### src/rtl/mig_tt_sweep_engine_if.sv
// Host-side bus of the MIG truth-table sweep engine: program port, start and result handshake.
interface mig_tt_sweep_engine_if #(
  parameter int unsigned N_IN    = 7,
  parameter int unsigned N_GATES = 8,
  parameter int unsigned SEL_W   = $clog2(N_IN + N_GATES + 1)
);
  localparam int unsigned AW = $clog2(N_GATES + 1);

  logic                      prog_we;
  logic [AW-1:0]             prog_addr;
  logic [3*(SEL_W+1)-1:0]    prog_data;
  logic                      start;
  logic                      busy;
  logic                      tt_valid;
  logic                      tt_ready;
  logic [(2**N_IN)-1:0]      tt;
  logic [N_IN:0]             tt_ones;

  modport master (
    output prog_we, prog_addr, prog_data, start, tt_ready,
    input  busy, tt_valid, tt, tt_ones
  );

  modport slave (
    input  prog_we, prog_addr, prog_data, start, tt_ready,
    output busy, tt_valid, tt, tt_ones
  );
endinterface

### src/rtl/mig_tt_sweep_engine.sv
// Programmable MAJ-3 network evaluated over every input vector, one vector per clock,
// returning the full truth table and its population count.
module mig_tt_sweep_engine #(
  parameter int unsigned N_IN    = 7,
  parameter int unsigned N_GATES = 8,
  parameter int unsigned SEL_W   = $clog2(N_IN + N_GATES + 1)
) (
  input logic                 clk,
  input logic                 rst_n,
  mig_tt_sweep_engine_if.slave bus
);
  localparam int unsigned TT_W = 2**N_IN;
  localparam int unsigned OP_W = SEL_W + 1;
  localparam int unsigned GW   = 3 * OP_W;

  typedef enum logic [1:0] {StIdle, StSweep, StDone} state_e;

  state_e                     state_q;
  logic [N_GATES*GW-1:0]      gate_q;
  logic [OP_W-1:0]            out_q;
  logic [N_IN-1:0]            v_q;
  logic [TT_W-1:0]            tt_q;
  logic [N_IN:0]              ones_q;
  logic                       busy_q;
  logic                       valid_q;
  logic                       f;

  // lim = number of gate outputs visible to this operand; anything else reads 0.
  function automatic logic decode_op(input logic [OP_W-1:0] op, input logic [N_IN-1:0] x,
                                     input logic [N_GATES-1:0] w, input int lim);
    logic val;
    int   sel;
    val = 1'b0;
    sel = int'(op[SEL_W-1:0]);
    for (int i = 0; i < int'(N_IN); i++) begin
      if (sel == i + 1) val = x[i];
    end
    for (int k = 0; k < int'(N_GATES); k++) begin
      if (k < lim && sel == int'(N_IN) + 1 + k) val = w[k];
    end
    return val ^ op[SEL_W];
  endfunction

  function automatic logic eval_net(input logic [N_IN-1:0] x,
                                    input logic [N_GATES*GW-1:0] gates,
                                    input logic [OP_W-1:0] out_op);
    logic [N_GATES-1:0] w;
    logic               a, b, c;
    w = '0;
    for (int g = 0; g < int'(N_GATES); g++) begin
      a = decode_op(gates[g*GW +: OP_W], x, w, g);
      b = decode_op(gates[g*GW + OP_W +: OP_W], x, w, g);
      c = decode_op(gates[g*GW + 2*OP_W +: OP_W], x, w, g);
      w[g] = (a & b) | (a & c) | (b & c);
    end
    return decode_op(out_op, x, w, int'(N_GATES));
  endfunction

  always_comb begin
    f = eval_net(v_q, gate_q, out_q);
  end

  // Program registers: writable only while idle.
  always_ff @(posedge clk or negedge rst_n) begin
    if (!rst_n) begin
      gate_q <= '0;
      out_q  <= '0;
    end else if (state_q == StIdle && bus.prog_we) begin
      for (int g = 0; g < int'(N_GATES); g++) begin
        if (int'(bus.prog_addr) == g) gate_q[g*GW +: GW] <= bus.prog_data;
      end
      if (int'(bus.prog_addr) == int'(N_GATES)) out_q <= bus.prog_data[OP_W-1:0];
    end
  end

  always_ff @(posedge clk or negedge rst_n) begin
    if (!rst_n) begin
      state_q <= StIdle;
      v_q     <= '0;
      tt_q    <= '0;
      ones_q  <= '0;
      busy_q  <= 1'b0;
      valid_q <= 1'b0;
    end else begin
      unique case (state_q)
        StIdle: begin
          if (bus.start) begin
            state_q <= StSweep;
            v_q     <= '0;
            tt_q    <= '0;
            ones_q  <= '0;
            busy_q  <= 1'b1;
          end
        end
        StSweep: begin
          tt_q[v_q] <= f;
          ones_q    <= ones_q + (N_IN+1)'(f);
          if (&v_q) begin
            state_q <= StDone;
            valid_q <= 1'b1;
          end else begin
            v_q <= v_q + 1'b1;
          end
        end
        StDone: begin
          if (bus.tt_ready) begin
            state_q <= StIdle;
            busy_q  <= 1'b0;
            valid_q <= 1'b0;
          end
        end
        default: begin
          state_q <= StIdle;
          busy_q  <= 1'b0;
          valid_q <= 1'b0;
        end
      endcase
    end
  end

  assign bus.busy     = busy_q;
  assign bus.tt_valid = valid_q;
  assign bus.tt       = tt_q;
  assign bus.tt_ones  = ones_q;
endmodule

### src/flat_wrapper.sv
// flat-port wrapper written by rule: the top's interface ports become plain ports
module mig_tt_sweep_engine_flat 
#(
  parameter int unsigned N_IN    = 7,
  parameter int unsigned N_GATES = 8,
  parameter int unsigned SEL_W   = $clog2(N_IN + N_GATES + 1)
)
  (clk, rst_n, bus_prog_we, bus_prog_addr, bus_prog_data, bus_start, bus_tt_ready, bus_busy, bus_tt_valid, bus_tt, bus_tt_ones);
  mig_tt_sweep_engine_if #(.N_IN(N_IN), .N_GATES(N_GATES), .SEL_W(SEL_W)) bus_i ();
  input logic clk;
  input logic rst_n;
  input wire logic [$bits(bus_i.prog_we)-1:0] bus_prog_we;
  input wire logic [$bits(bus_i.prog_addr)-1:0] bus_prog_addr;
  input wire logic [$bits(bus_i.prog_data)-1:0] bus_prog_data;
  input wire logic [$bits(bus_i.start)-1:0] bus_start;
  input wire logic [$bits(bus_i.tt_ready)-1:0] bus_tt_ready;
  output wire logic [$bits(bus_i.busy)-1:0] bus_busy;
  output wire logic [$bits(bus_i.tt_valid)-1:0] bus_tt_valid;
  output wire logic [$bits(bus_i.tt)-1:0] bus_tt;
  output wire logic [$bits(bus_i.tt_ones)-1:0] bus_tt_ones;
  assign bus_i.prog_we = bus_prog_we;
  assign bus_i.prog_addr = bus_prog_addr;
  assign bus_i.prog_data = bus_prog_data;
  assign bus_i.start = bus_start;
  assign bus_i.tt_ready = bus_tt_ready;
  assign bus_busy = bus_i.busy;
  assign bus_tt_valid = bus_i.tt_valid;
  assign bus_tt = bus_i.tt;
  assign bus_tt_ones = bus_i.tt_ones;
  mig_tt_sweep_engine #(.N_IN(N_IN), .N_GATES(N_GATES), .SEL_W(SEL_W)) u_core (.clk(clk), .rst_n(rst_n), .bus(bus_i));
endmodule
### config.mk
export PLATFORM = sky130hd
export DESIGN_NAME = mig_tt_sweep_engine_flat
export DESIGN_NICKNAME = d
export VERILOG_FILES = /design/src/rtl/mig_tt_sweep_engine_if.sv /design/src/rtl/mig_tt_sweep_engine.sv /design/src/flat_wrapper.sv
export SDC_FILE = /design/constraint.sdc
export NUM_CORES = 1
export LEC_CHECK = 0
export ABC_AREA = 1
export CORE_ASPECT_RATIO = 1.1
export CORE_UTILIZATION = 40
export CTS_CLUSTER_DIAMETER = 40
export CTS_CLUSTER_SIZE = 24
export DETAILED_ROUTE_END_ITERATION = 10
export MAX_ROUTING_LAYER = met4
export SYNTH_ARGS = -nofsm -noshare
export SYNTH_HDL_FRONTEND = slang
export SYNTH_SLANG_ARGS = --single-unit
export TNS_END_PERCENT = 1
### constraint.sdc
create_clock -name clk -period 6.81 [get_ports clk]
set_input_delay 1.362 -clock clk [delete_from_list [all_inputs] [get_ports clk]]
set_output_delay 1.362 -clock clk [all_outputs]
set_load 0.05 [all_outputs]
==> results of run 1 <==
## report_power, final
| part | internal, W | leakage [nW] | switching, W | total [W] |
|---|---|---|---|---|
| Combinational | 0.00106 | 4.75 | 0.00257 | 0.00364 |
| Sequential | 0.00195 | 3.69 | 0.000333 | 0.00228 |
| Clock | 0.00179 | 0.882 | 0.000937 | 0.00273 |
## logic make-up after synthesis
kind of cell / Yosys count / synth area share
AO/OA/AOI/OAI: 470 / 0.158
multiplexers: 2 / 0.00129
XOR/XNOR: 1 / 0.000529
AND/OR/NAND/NOR: 1165 / 0.315
adder cells (fa/ha/maj): 3 / 0.00227
flip-flops: 272 / 0.411
buffers and inverters: 439 / 0.112
## metrics by stage
stage / cells / area [um2] / utilization / setup slack [ns]
floorplan: 2352 / 16500 / - / 1.32
global placement: 2919 / 18400 / 0.454 / 0.554
detailed placement: 2919 / 18400 / 0.454 / 0.276
CTS: 3015 / 20200 / 0.500 / 0.241
global route: 3024 / 20300 / 0.502 / 0.00509
finish: 3024 / 20300 / 0.502 / 0.651
## worst max path at each step
stage | slack (ns) | depth (start not counted) | to
2_1_floorplan | 1.32 | 59 | u_core.bus.tt_ones[6]
3_3_place_gp | 0.55 | 54 | u_core.bus.tt_ones[6]
3_5_place_dp | 0.28 | 53 | u_core.bus.tt_ones[6]
4_1_cts | 0.24 | 53 | u_core.bus.tt_ones[6]
5_1_grt | 0.005 | 54 | u_core.bus.tt_ones[6]
6_report | 0.65 | 46 | u_core.bus.tt_ones[6]
## placed cells by master (no fill, tap or decap), types with 3 or more instances in the layout
| cell | netlist | final |
|---|---|---|
| nand2_2 | 25 | 26 |
| and3_1 | 3 | 3 |
| buf_12 | 1 | 4 |
| clkinvlp_4 | 0 | 11 |
| o31ai_1 | 3 | 3 |
| o21ai_0 | 312 | 312 |
| o311ai_0 | 11 | 11 |
| inv_2 | 8 | 8 |
| o22ai_1 | 3 | 3 |
| diode_2 | 0 | 3 |
| nand3_2 | 38 | 37 |
| nor4_1 | 14 | 13 |
| clkinv_4 | 0 | 3 |
| nand2_4 | 2 | 3 |
| ha_1 | 3 | 3 |
| a31oi_1 | 9 | 9 |
| nand3b_1 | 3 | 3 |
| a311oi_1 | 10 | 10 |
| nand3_1 | 228 | 228 |
| buf_4 | 13 | 33 |
| inv_1 | 290 | 289 |
| dfrtp_1 | 272 | 270 |
| o211ai_1 | 26 | 26 |
| clkdlybuf4s50_1 | 0 | 160 |
| clkinv_2 | 1 | 13 |
| clkbuf_1 | 88 | 3 |
| clkbuf_16 | 0 | 53 |
| nor2_1 | 204 | 203 |
| nand2_1 | 583 | 581 |
| nand4_1 | 27 | 27 |
| a21oi_1 | 71 | 71 |
| nand3_4 | 4 | 5 |
| nor3_1 | 31 | 31 |
| bufinv_16 | 0 | 9 |
| inv_6 | 0 | 3 |
## cells in the mapped netlist (4+ instances only)
library cell,count,area (um2)
a21oi_1,71,355
a311oi_1,10,87.6
a31oi_1,9,56.3
buf_2,21,105
buf_4,13,97.6
buf_6,5,56.3
clkbuf_1,88,330
dfrtp_1,272,6810
dlygate4sd1_1,8,70.1
inv_1,290,1090
inv_2,8,30.0
nand2_1,583,2190
nand2_2,25,156
nand3_1,228,1140
nand3_2,38,380
nand3_4,4,70.1
nand4_1,27,169
nor2_1,204,766
nor3_1,31,155
nor4_1,14,87.6
o211ai_1,26,195
o21ai_0,312,1560
o311ai_0,11,96.3
## state kept, by name (all words and copies together) (netlist names)
name                 count
u_core.bus.busy          1
u_core.v_q               7
u_core.gate_q          120
u_core.state_q           2
u_core.bus.tt_valid      1
u_core.out_q             5
u_core.bus.tt_ones       8
u_core.bus.tt          128
## metal layers
| layer | share of wire | wire, um |
|---|---|---|
| met5 | 0 | 0 |
| met4 | 0.032 | 1720 |
| met3 | 0.080 | 4350 |
| met2 | 0.46 | 24800 |
| met1 | 0.43 | 23200 |
## area by class of cell
cell class / count / area [um2] / area share
tap: 513 / 642 / 0.0316
clock buffer: 58 / 1370 / 0.0671
inverter: 299 / 1130 / 0.0554
multi-input combinational: 1641 / 7940 / 0.390
sequential: 272 / 6810 / 0.335
timing repair buffer: 200 / 1970 / 0.0967
clock inverter: 38 / 478 / 0.0235
antenna: 3 / 7.51 / 0.000369
## worst max-delay path: cells and delay by family, from the launching register on
family / cells / cell delay [ns]
multiplexers: 1 / 0.21
flip-flops: 1 / 0.40
AO/OA/AOI/OAI: 7 / 1.11
buffers and inverters: 6 / 1.11
AND/OR/NAND/NOR: 30 / 2.80
adder cells (fa/ha/maj): 2 / 0.37
## timing repair
item,CTS,global route
resized for setup,0,15
setup buffers,0,6
endpoints found under the setup margin,0,12
==> metrics.csv, run 1 <==
metric,value,unit
vdd_ir_drop_max,0.289,mV
skew,0.0303,ns
routed-via-count,16367,
first_pass_iters,5,
clk_pin_slew,0.05,ns
worstReg2RegEnd,u_core.bus.tt_ones[6],
use_met3,0.0672,
seq_area_frac_synth,0.411,
synth_seq_cells,272,
synth_nets,2379,
avgSynthCellArea,7.04,um2
grt_remaining_overflow,0,
grt_util_met1,0.332,
status,"complete, no violations",
fp.dieArea,42200,um2
crit_type,flop to flop,
r2r-start,u_core.v_q[4],
synthCells,2352,
clock_latency,0.60,ns
cp.arrival,6.63,ns
hold_viol,0,
core.rowCount,77,
p_total,0.00865,W
timing.setup.tns,0,ns
die_h,215,um
final_nets,2493,
synth_edf_count,0,
slew_violations,0,
layout_min_cycle_time,6.16,ns
cts.sinks,272,
cp.required,7.29,ns
setup_viol,0,
maxSlewHeadroom,0.231,
crit_fanout,9,
gp_congestion,0.901,
fp.dieW,196,um
synthArstFlopShare,1.00,
tightest_slew,1.15,ns
antenna_found_initial,3,
dp_hpwl,34.3,mm
synth_cell_types,56,
numCtsBuffers,52,
crit_path_top_delay_cell,dfrtp_1,
powerDensity,425,nW/um2
syn2layout_area_growth,22.9,%
num_io_pins,162,
drt_wl_total,54.1,mm
min_from,u_core.gate_q[18],
worst-r2r-cell-count,46,
grt_pass1_wl,85.8,mm
core_area,40500,um2
drt_first_iter_violations,1244,
grt_pass1_vias,15447,
yosys_warnings,0,
cts_root_buf,clkbuf_16,
grt_usage,0.265,
clockBufferDepth,3,
startpoint,u_core.v_q[4],
start_util,0.409,
min_period_over_period,0.904,
wire_per_inst,17.9,um
htreeDepth,2,
met2_usage,0.409,
reg2reg_slack,0.65,ns
hold_buffers,0,
drcViolationCount,0,
maxCapViolCount,0,
viasPerCell,5.41,
grt_max_degree,150,
ant_nets,0,
port_buffers,161,
worst_setup_path_start_kind,flop,
syn_area,16500,um2
worstSetupEndpointType,flop,
synthFlopType,dfrtp_1,
timing.hold.ws,0.481,ns
num-fill-cells,3900,
min_path_type,flop to flop,
hold_depth,2,
max_stage_delay,0.40,ns
drive_gt1_frac,0.0905,
fmax,0.162,GHz
min_to,u_core.gate_q[18],
rsz0062_at_grt,no,
cp_common_cell,nand2_1,
p_leak,9.32,nW
gr-max-usage-layer,met2,
tritoncts,built,
Power figures use the tool's default switching activity.
==> inputs of run 2 (changes only) <==
RECOVER_POWER = 25   (was not set)
==> run 2 against run 1 <==
  * The run now ends with capacitance limit, slew limit left
  * Sequential power is essentially flat
  * Utilization down 0.084 points
  * Sequential cell count stayed put
  * Critical path type unchanged
  * Critical endpoint unchanged
==> metrics.csv, run 2 (same netlist as run 1, synthesis figures left out) <==
metric,value,unit,change
status,"complete, but fails checks",,"was complete, no violations"
failed_checks,"capacitance limit, slew limit",,
drt_first_iter_violations,1209,,"was 1,244"
viasPerCell,5.39,,was 5.41
drt_wl_total,54.1,mm,about the same
grt_pass1_vias,15447,,unchanged
clk_pin_slew,0.05,ns,about the same
dp_hpwl,34.3,mm,unchanged
p_sw_frac,0.445,,about the same
crit_path_top_delay_cell,dfrtp_1,,unchanged
grt_remaining_overflow,0,,unchanged
cp_common_cell,nand2_1,,unchanged
cp.required,7.29,ns,about the same
setup_viol,0,,unchanged
core_area,40500,um2,unchanged
slew_violations,275,,was 0
seq_power_share,0.264,,about the same
core.rowCount,77,,unchanged
min_from,u_core.gate_q[18],,unchanged
fp.dieW,196,um,unchanged
clock_latency,0.60,ns,about the same
cp.arrival,6.64,ns,was 6.63 ns
hold_depth,2,,unchanged
drcViolationCount,0,,unchanged
layout_min_cycle_time,6.17,ns,was 6.16 ns
worstSetupEndpointType,flop,,unchanged
crit_type,flop to flop,,unchanged
max_stage_delay,0.40,ns,about the same
drive_gt1_frac,0.0897,,was 0.0905
clockBufferDepth,3,,unchanged
routed-via-count,16297,,"was 16,367"
worstReg2RegEnd,u_core.bus.tt_ones[6],,unchanged
p_leak,9.30,nW,was 9.32 nW
port_buffers,161,,unchanged
layout_commonest_cell,nand2_1,,unchanged
rsz0062_at_grt,no,,unchanged
largest_register_ffs,128,,unchanged
power.clock.fraction,0.315,,about the same
grt_usage,0.265,,unchanged
cts_root_buf,clkbuf_16,,unchanged
powerDensity,426,nW/um2,was 425 nW/um2
hold_viol,0,,unchanged
tritoncts,built,,unchanged
p_int,0.00480,W,about the same
min_period_over_period,0.906,,was 0.904
p_total,0.00864,W,was 0.00865 W
tightest_slew,3.19,ns,was 1.15 ns
grt_max_degree,150,,unchanged
r2r-start,u_core.v_q[4],,unchanged
cts.sinks,272,,unchanged
maxSlewHeadroom,-1.13,,was 0.231
reg2reg_slack,0.64,ns,was 0.65 ns
start_util,0.409,,unchanged
first_pass_iters,8,,was 5
grt_pass1_wl,85.8,mm,unchanged
timing.setup.tns,0,ns,unchanged
min_to,u_core.gate_q[18],,unchanged
fmax,0.162,GHz,about the same
layout_common_cells,"582 x nand2_1, 312 x o21ai_0, 289 x inv_1, 270 x dfrtp_1, 228 x nand3_1",,"was 581 x nand2_1, 312 x o21ai_0, 289 x inv_1, 270 x dfrtp_1, 228 x nand3_1"
p_comb_frac,0.420,,was 0.421
htreeDepth,2,,unchanged
wire_per_inst,17.9,um,about the same
num_io_pins,162,,unchanged
fp.dieArea,42200,um2,unchanged
hold_buffers,0,,unchanged
maxCapViolCount,3,,was 0
crit_fanout,9,,unchanged
final_nets,2493,,unchanged
vdd_ir_drop_max,0.289,mV,about the same
syn2layout_area_growth,22.7,%,was 22.9%
die_h,215,um,unchanged
gp_congestion,0.901,,unchanged
min_path_type,flop to flop,,unchanged
num-fill-cells,3905,,"was 3,900"
skew,0.0302,ns,was 0.0303 ns
numCtsBuffers,52,,unchanged
worst-r2r-cell-count,46,,unchanged
ant_nets,0,,unchanged
antenna_found_initial,3,,unchanged
worst_setup_path_start_kind,flop,,unchanged
p_sw,0.00384,W,about the same
run 2: cell types whose count changed in the layout (fill, tap and decap cells not counted), sizes merged:
cell,before,now
buf,40,37
clkbuf,58,61
clkdlybuf4s50,160,158
dlygate4sd3,0,2
run 2: final cells by class:
type                       instances  area (um2)  area share
sequential                       272        6810       0.335
multi-input combinational       1641        7930       0.391
antenna                            3        7.51    0.000370
clock buffer                      58        1370      0.0673
clock inverter                    38         478      0.0235
timing repair buffer             200        1940      0.0956
tap                              513         642      0.0316
inverter                         299        1130      0.0555
run 2: power groups by stage:
| stage | registers [W] | logic, W | clock network (W) |
|---|---|---|---|
| 5_1_grt | 0.00233 | 0.00394 | 0.00284 |
| 3_3_place_gp | 0.00229 | 0.00350 | 0 |
| 6_report | 0.00228 | 0.00363 | 0.00273 |
| 2_1_floorplan | 0.00279 | 0.00189 | 0 |
| 4_1_cts | 0.00227 | 0.00356 | 0.00277 |
| 3_5_place_dp | 0.00229 | 0.00355 | 0 |
run 2: metal layers:
layer,track usage,up-vias,share of wire
met3,0.0672,102,0.080
met4,0.107,0,0.032
li1,-,7937,-
met1,0.332,7715,0.43
met2,0.409,543,0.46
met5,-,-,0
run 2: critical path, delay by kind of cell (launching register included):
kind | cells | cell delay [ns]
adder cells (fa/ha/maj) | 2 | 0.37
buffers and inverters | 6 | 1.11
AND/OR/NAND/NOR | 30 | 2.81
AO/OA/AOI/OAI | 7 | 1.12
multiplexers | 1 | 0.21
flip-flops | 1 | 0.40
run 2: stage by stage:
step | area [um2] | hold slack (ns) | worst slack [ns] | util | cells
after global placement | 18400 | 0.470 | 0.554 | 0.454 | 2919
after CTS | 20200 | 0.487 | 0.241 | 0.500 | 3015
after detailed placement | 18400 | 0.473 | 0.276 | 0.454 | 2919
after global routing | 20300 | 0.504 | 0.00509 | 0.502 | 3024
after floorplan | 16500 | 0.453 | 1.32 | - | 2352
final | 20300 | 0.482 | 0.643 | 0.502 | 3024
run 2: what timing repair did:
action	4_1_cts	5_1_grt
buffers inserted	0	6
gates resized for setup	0	15
setup endpoints to repair	0	12
run 2: how the worst max path moves through the flow:
stage          slack, ns                    end          start
2_1_floorplan       1.32  u_core.bus.tt_ones[6]  u_core.v_q[1]
3_3_place_gp        0.55  u_core.bus.tt_ones[6]  u_core.v_q[0]
3_5_place_dp        0.28  u_core.bus.tt_ones[6]  u_core.v_q[1]
4_1_cts             0.24  u_core.bus.tt_ones[6]  u_core.v_q[1]
5_1_grt            0.005  u_core.bus.tt_ones[6]  u_core.v_q[0]
6_report            0.64  u_core.bus.tt_ones[6]  u_core.v_q[4]
